[src/rtl/rst_sequencer_pkg.sv]
`default_nettype none
// ============================================================================
// Module      : rst_sequencer_pkg
// Description : Shared definitions for the staged reset-release controller.
//               Holds the state encoding and a ceil-log2 helper used to size
//               the internal counter and the stage-index fields.
// Revision    : 1.0 - initial release
// ============================================================================
package rst_sequencer_pkg;

    // State encoding, 2 bits wide
    localparam logic [1:0] ST_HOLD     = 2'd0;
    localparam logic [1:0] ST_WAIT_ACK = 2'd1;
    localparam logic [1:0] ST_DONE     = 2'd2;

    // Smallest r such that 2**r >= value (clog2(1) = 0)
    function automatic int clog2(input int value);
        int r;
        r = 0;
        while ((1 << r) < value) begin
            r = r + 1;
        end
        return r;
    endfunction

    function automatic int max2(input int a, input int b);
        return (a > b) ? a : b;
    endfunction

endpackage : rst_sequencer_pkg
`default_nettype wire

[src/rtl/rst_sequencer.sv]
`default_nettype none
// ============================================================================
// Module      : rst_sequencer
// Description : Staged reset-release controller. Holds NUM_STAGES reset
//               outputs asserted and releases them one at a time in index
//               order. Each release is preceded by a HOLD_CYCLES gap and
//               followed by a wait for that stage's ack, bounded by
//               TIMEOUT_CYCLES. A single counter serves both the hold gap and
//               the ack timeout.
// Ports       : clk          - clock
//               rst          - synchronous active-high reset
//               sw_rst_req   - one-cycle request to restart the sequence
//               stage_ack    - per-stage ready/ack level inputs
//               stage_rst    - per-stage active-high resets (registered)
//               all_done     - every stage released and acked/timed out
//               busy         - sequencing in progress (HOLD or WAIT_ACK)
//               cur_stage    - stage currently held or waited on
//               timeout_err  - sticky: some stage never acked in time
//               err_stage    - first stage that timed out
// Revision    : 1.0 - initial release
// ============================================================================
module rst_sequencer
    import rst_sequencer_pkg::*;
#(
    parameter int NUM_STAGES     = 4,
    parameter int HOLD_CYCLES    = 16,
    parameter int TIMEOUT_CYCLES = 4096,
    parameter int CNT_W          = clog2(max2(HOLD_CYCLES, TIMEOUT_CYCLES) + 1),
    parameter int SW             = max2(1, clog2(NUM_STAGES))
) (
    input  logic                  clk,
    input  logic                  rst,
    input  logic                  sw_rst_req,
    input  logic [NUM_STAGES-1:0] stage_ack,
    output logic [NUM_STAGES-1:0] stage_rst,
    output logic                  all_done,
    output logic                  busy,
    output logic [SW-1:0]         cur_stage,
    output logic                  timeout_err,
    output logic [SW-1:0]         err_stage
);

    localparam logic [CNT_W-1:0] C_HOLD_LAST  = CNT_W'(HOLD_CYCLES - 1);
    localparam logic [CNT_W-1:0] C_TO_LAST    = CNT_W'(TIMEOUT_CYCLES - 1);
    localparam logic [SW-1:0]    C_LAST_STAGE = SW'(NUM_STAGES - 1);

    logic [1:0]            r_state;
    logic [CNT_W-1:0]      r_cnt;

    logic [1:0]            w_state_nxt;
    logic [CNT_W-1:0]      w_cnt_nxt;
    logic [SW-1:0]         w_stage_nxt;
    logic                  w_release;
    logic                  w_timeout;
    logic                  w_advance;
    logic                  w_cur_ack;

    logic [NUM_STAGES-1:0] w_stage_rst_nxt;
    logic                  w_all_done_nxt;
    logic                  w_busy_nxt;
    logic                  w_terr_nxt;
    logic [SW-1:0]         w_err_stage_nxt;

    // Ack of the stage being waited on; other stages' acks are ignored
    always_comb begin
        w_cur_ack = 1'b0;
        for (int i = 0; i < NUM_STAGES; i++) begin
            if (cur_stage == SW'(i)) begin
                w_cur_ack = stage_ack[i];
            end
        end
    end

    // ------------------------------------------------------------------------
    // State register (all outputs are registered here too)
    // ------------------------------------------------------------------------
    always_ff @(posedge clk) begin
        if (rst) begin
            r_state     <= ST_HOLD;
            r_cnt       <= '0;
            cur_stage   <= '0;
            stage_rst   <= '1;
            all_done    <= 1'b0;
            busy        <= 1'b1;
            timeout_err <= 1'b0;
            err_stage   <= '0;
        end else begin
            r_state     <= w_state_nxt;
            r_cnt       <= w_cnt_nxt;
            cur_stage   <= w_stage_nxt;
            stage_rst   <= w_stage_rst_nxt;
            all_done    <= w_all_done_nxt;
            busy        <= w_busy_nxt;
            timeout_err <= w_terr_nxt;
            err_stage   <= w_err_stage_nxt;
        end
    end

    // ------------------------------------------------------------------------
    // Next-state logic. A software restart overrides any progression that
    // would otherwise happen in the same cycle (ack, timeout, hold expiry).
    // ------------------------------------------------------------------------
    always_comb begin
        w_state_nxt = r_state;
        w_cnt_nxt   = r_cnt;
        w_stage_nxt = cur_stage;
        w_release   = 1'b0;
        w_timeout   = 1'b0;
        w_advance   = 1'b0;

        if (sw_rst_req) begin
            w_state_nxt = ST_HOLD;
            w_cnt_nxt   = '0;
            w_stage_nxt = '0;
        end else begin
            case (r_state)
                ST_HOLD: begin
                    if (r_cnt == C_HOLD_LAST) begin
                        w_release   = 1'b1;
                        w_cnt_nxt   = '0;
                        w_state_nxt = ST_WAIT_ACK;
                    end else begin
                        w_cnt_nxt = r_cnt + CNT_W'(1);
                    end
                end
                ST_WAIT_ACK: begin
                    if (w_cur_ack) begin
                        w_advance = 1'b1;
                    end else if (r_cnt == C_TO_LAST) begin
                        // A timed-out stage is treated as acked so the rest
                        // of the system still comes out of reset.
                        w_timeout = 1'b1;
                        w_advance = 1'b1;
                    end else begin
                        w_cnt_nxt = r_cnt + CNT_W'(1);
                    end

                    if (w_advance) begin
                        w_cnt_nxt = '0;
                        if (cur_stage == C_LAST_STAGE) begin
                            w_state_nxt = ST_DONE;
                        end else begin
                            w_stage_nxt = cur_stage + SW'(1);
                            w_state_nxt = ST_HOLD;
                        end
                    end
                end
                ST_DONE: begin
                    w_state_nxt = ST_DONE;
                end
                default: begin
                    // Unreachable encoding: restart the sequence
                    w_state_nxt = ST_HOLD;
                    w_cnt_nxt   = '0;
                    w_stage_nxt = '0;
                end
            endcase
        end
    end

    // ------------------------------------------------------------------------
    // Output logic (next values of the registered outputs)
    // ------------------------------------------------------------------------
    always_comb begin
        w_stage_rst_nxt = stage_rst;
        if (sw_rst_req || (r_state != ST_HOLD && r_state != ST_WAIT_ACK
                           && r_state != ST_DONE)) begin
            w_stage_rst_nxt = '1;
        end else if (w_release) begin
            for (int i = 0; i < NUM_STAGES; i++) begin
                if (cur_stage == SW'(i)) begin
                    w_stage_rst_nxt[i] = 1'b0;
                end
            end
        end

        w_all_done_nxt  = (w_state_nxt == ST_DONE);
        w_busy_nxt      = (w_state_nxt != ST_DONE);

        // Only the first timeout since rst records its stage
        w_terr_nxt      = timeout_err | w_timeout;
        w_err_stage_nxt = err_stage;
        if (w_timeout && !timeout_err) begin
            w_err_stage_nxt = cur_stage;
        end
    end

endmodule : rst_sequencer
`default_nettype wire
[config.mk]
export PLATFORM = sky130hd
export DESIGN_NAME = rst_sequencer
export DESIGN_NICKNAME = d
export VERILOG_FILES = /design/src/rtl/rst_sequencer_pkg.sv /design/src/rtl/rst_sequencer.sv
export SDC_FILE = /design/constraint.sdc
export NUM_CORES = 1
export LEC_CHECK = 0
export BUFFER_PORTS_ARGS = -buffer_cell sky130_fd_sc_hd__buf_2
export CORE_MARGIN = 3
export CORE_UTILIZATION = 60
export CTS_CLUSTER_DIAMETER = 30
export DETAILED_ROUTE_END_ITERATION = 10
export PLACE_DENSITY_LB_ADDON = 0.12
export SLEW_MARGIN = 40
export SYNTH_ARGS = -nofsm -noshare
export SYNTH_HDL_FRONTEND = slang
export SYNTH_SLANG_ARGS = --single-unit
[constraint.sdc]
create_clock -name clk -period 3.9 [get_ports clk]
set_input_delay 0.195 -clock clk [delete_from_list [all_inputs] [get_ports clk]]
set_output_delay 0.195 -clock clk [all_outputs]
set_load 0.02 [all_outputs]
==> reports/summary.md <==
Worst flop-to-flop path startpoint: cur_stage[0]. Synthesized area: 0.00138 mm2. Relative to the synthesized area, the layout overhead comes to 7.25%.

The number of different library cells used by synthesis comes to 44. Overall power consumption after layout is estimated at 0.000395 W. In this run the deepest clock path goes through 2 buffers. In this run, synthesis inferred 0 flip-flops with an integrated enable.

The number of cells on the worst reg-to-reg path is 7. The run gives 189 as the net count reported at finish. For the via count of the first global-routing pass, the log shows 1151. Start-to-end type of the worst setup path: reg2reg.

For this run, the leading register cell type out of synthesis is dfxtp_1. In this run the tightest slew margin relative to its limit is 48.0%. The count of nets left with antenna violations once routing finished came out at 0. In this run the critical register-to-register path is captured at r_cnt[10]. The post-synthesis sequential area ratio was 37.7%.

In this run the worst hold path is classified as in2reg. In this run the post-CTS setup repair buffer count came out at 0. The number of top-level design ports came out at 18. Setup violations remaining at the end of the flow were counted as 0. The clock root buffer master was clkbuf_4.

Along the worst path, the maximum fanout reaches 20. The post-detailed-route via-to-cell ratio is 5.99, and the clock input transition at the sequential cells of the worst setup and hold paths is 0.13 ns. During placement, the flow inserted port buffers numbering 17.

In this run the vertical extent of the chip is 54.0 um. In the final routed layout, each cell accounts on average for 14.8 um. The logs give 174 for the post-synth net total and 0 for the number of hold violations in the final report. The tools report the element type at the critical path start as a register. The power density relative to cell area is 267 mW/mm2, and the number of sinks driven by the clock tree is 26. In the final layout, the share of cells above drive strength 1 is 16.0%. The initial utilization of the core area, before any placement, comes to 66.9%. The tools report the post-DP HPWL as 2280 um. The run gives 0.00146 mm2 as the total placed instance area. Setup repair after global routing left no endpoint under its margin.

TritonCTS built the clock tree. The Yosys step of the flow raised 0 warnings. The most common cell after layout, fill and taps aside is dfxtp_1.

Data on the critical path is required at its endpoint by 4.12 ns. The worst hold path begins at rst. Derived from the worst setup path, the maximum achievable clock frequency is 0.372 GHz.

The worst setup path is captured at a register. CTS H-tree depth: 1. The slew at the pin closest to its max-slew limit is 0.780 ns.

The library cells used most frequently in the layout, excluding fill and tap cells, are dfxtp_1 (26), nand2_1 (22), buf_2 (17), nor2_1 (14), nand3_1 (9). For the worst setup path, the data arrival time is 2.91 ns. The setup clock skew after layout was 0.00439 ns; the largest net degree at the start of global routing was 21. For this run, design rule violations remaining after detail routing come to 0. The number of antenna violations at the first check in global routing was 0; the post-route clock period utilization was 68.9%. The first global-routing pass estimated 5020 um of wire. The number of design-rule violations left by the first detailed-router iteration was 66; the share of flip-flops with an asynchronous set or reset was 0%. Global-route usage over all layers: 23.2%. The post-synthesis cell count is 162, and the number of gates given a new drive strength after cts is 0. The placeable core region is 0.00206 mm2, and the floorplan die area is 0.00291 mm2. The worst path in the final design needs a cycle of 2.69 ns, including I/O delays and setup. Static leakage power: 0.514 nW. The run finished with clean final reports.

Setup total negative slack: 0 ns. The finished cells cover 0.00148 mm2. The logs give 3 for the number of buffers created by CTS and 0 for the number of hold-repair buffers added at the cts stage. The post-synthesis register bit count was 26. Worst hold endpoint: timeout_err.

The overall die width was 54.0 um; the number of cells on the worst hold path was 2. Number of vias after detailed routing: 1209. The congestion estimate from routability-driven global placement came to 0.803. The first detailed-routing pass ran for 6 iterations.

The per-instance average area after synthesis is 8.52 um2, and the total number of placement rows is 16. VDD sags by at most 220 uV. The routed wire length was 3000 um; the reported max-cap violation count was 0. The logs give 0 for the max-slew violation total from the final report and 71.8% for the final core area utilization. The total inserted antenna cells is 0. The insertion delay of the later-clocked pin in the worst-skew pair was 0.31 ns. The setup slack on the worst flop-to-flop path is 1.21 ns, and the global route total overflow is 0.
## layout make-up
class | instances | area (um2)
repair buffers | 17 | 85.1
flip-flops and latches | 26 | 520
inverters | 8 | 30.0
well taps | 27 | 33.8
clock buffers | 3 | 22.5
multi-input cells | 121 | 788
fillers | 156 | 582
## cells in the mapped netlist, types with 3 or more instances
| cell | number | share of area (%) |
|---|---|---|
| and2_1 | 3 | 1.4 |
| dfxtp_1 | 26 | 38 |
| nand2b_1 | 3 | 1.4 |
| a21o_1 | 4 | 2.2 |
| a21oi_1 | 6 | 2.2 |
| nand3_1 | 9 | 3.3 |
| ha_1 | 5 | 4.5 |
| and3_1 | 3 | 1.4 |
| a31oi_1 | 4 | 1.8 |
| mux2i_1 | 4 | 2.9 |
| o21ai_0 | 4 | 1.5 |
| nor2_1 | 14 | 3.8 |
| buf_2 | 3 | 1.1 |
| nand2_1 | 22 | 6.0 |
| nand4_1 | 7 | 3.2 |
| inv_1 | 8 | 2.2 |
## metal layers
layer	global-route usage [%]	routed length [um]	up-vias
li1	-	-	615
met1	30.9	1370	557
met2	38.5	1460	35
met3	3.32	158	2
met4	6.81	13	0
met5	0	0	-
## cells by family (layout without fill, tap and decap cells)
kind of cell | Yosys count | count (layout) | synth area share [%]
AND/OR/NAND/NOR | 77 | 77 | 31.1
buffers and inverters | 15 | 28 | 5.17
AO/OA/AOI/OAI | 34 | 34 | 18.0
XOR/XNOR | 1 | 1 | 0.635
adder cells (fa/ha/maj) | 5 | 5 | 4.53
multiplexers | 4 | 4 | 2.90
flip-flops | 26 | 26 | 37.7
## worst max-delay path: stages (launching register included)
cell	delay [ns]
dfxtp_1	0.47
inv_1	0.10
ha_1	0.25
a211oi_1	0.32
a211oi_2	0.15
o21ai_2	0.65
nand2_1	0.30
o311ai_0	0.37
## stage by stage
| stage | hold slack, ns | setup slack, ns | cells |
|---|---|---|---|
| detailed placement | 0.440 | 1.24 | 199 |
| finish | 0.113 | 1.21 | 202 |
| global route | 0.107 | 0.977 | 202 |
| global placement | 0.430 | 1.46 | 199 |
| CTS | 0.0983 | 1.22 | 202 |
| floorplan | 0.264 | 1.82 | 162 |
## state kept, by name (all words and copies together), names as in the netlist
register / count
busy: 1
err_stage: 2
stage_rst: 4
r_state: 2
timeout_err: 1
cur_stage: 2
all_done: 1
r_cnt: 13
## where the power goes
group / total, W / leakage (nW) / switching [W] / internal (W)
sequential: 0.000268 / 0.210 / 0.00000108 / 0.000267
combinational: 0.0000168 / 0.290 / 0.0000103 / 0.00000645
clock: 0.000111 / 0.0138 / 0.0000749 / 0.0000361
## how the worst max path moves through the flow
stage / start / end / cells after the start
6_report: cur_stage[0] / r_cnt[10] / 7
2_1_floorplan: cur_stage[1] / cur_stage[0] / 8
3_5_place_dp: cur_stage[0] / r_cnt[10] / 7
4_1_cts: cur_stage[0] / r_cnt[10] / 7
5_1_grt: cur_stage[0] / r_cnt[11] / 7
3_3_place_gp: cur_stage[0] / r_cnt[10] / 7
(Power assumes the default switching activity.)
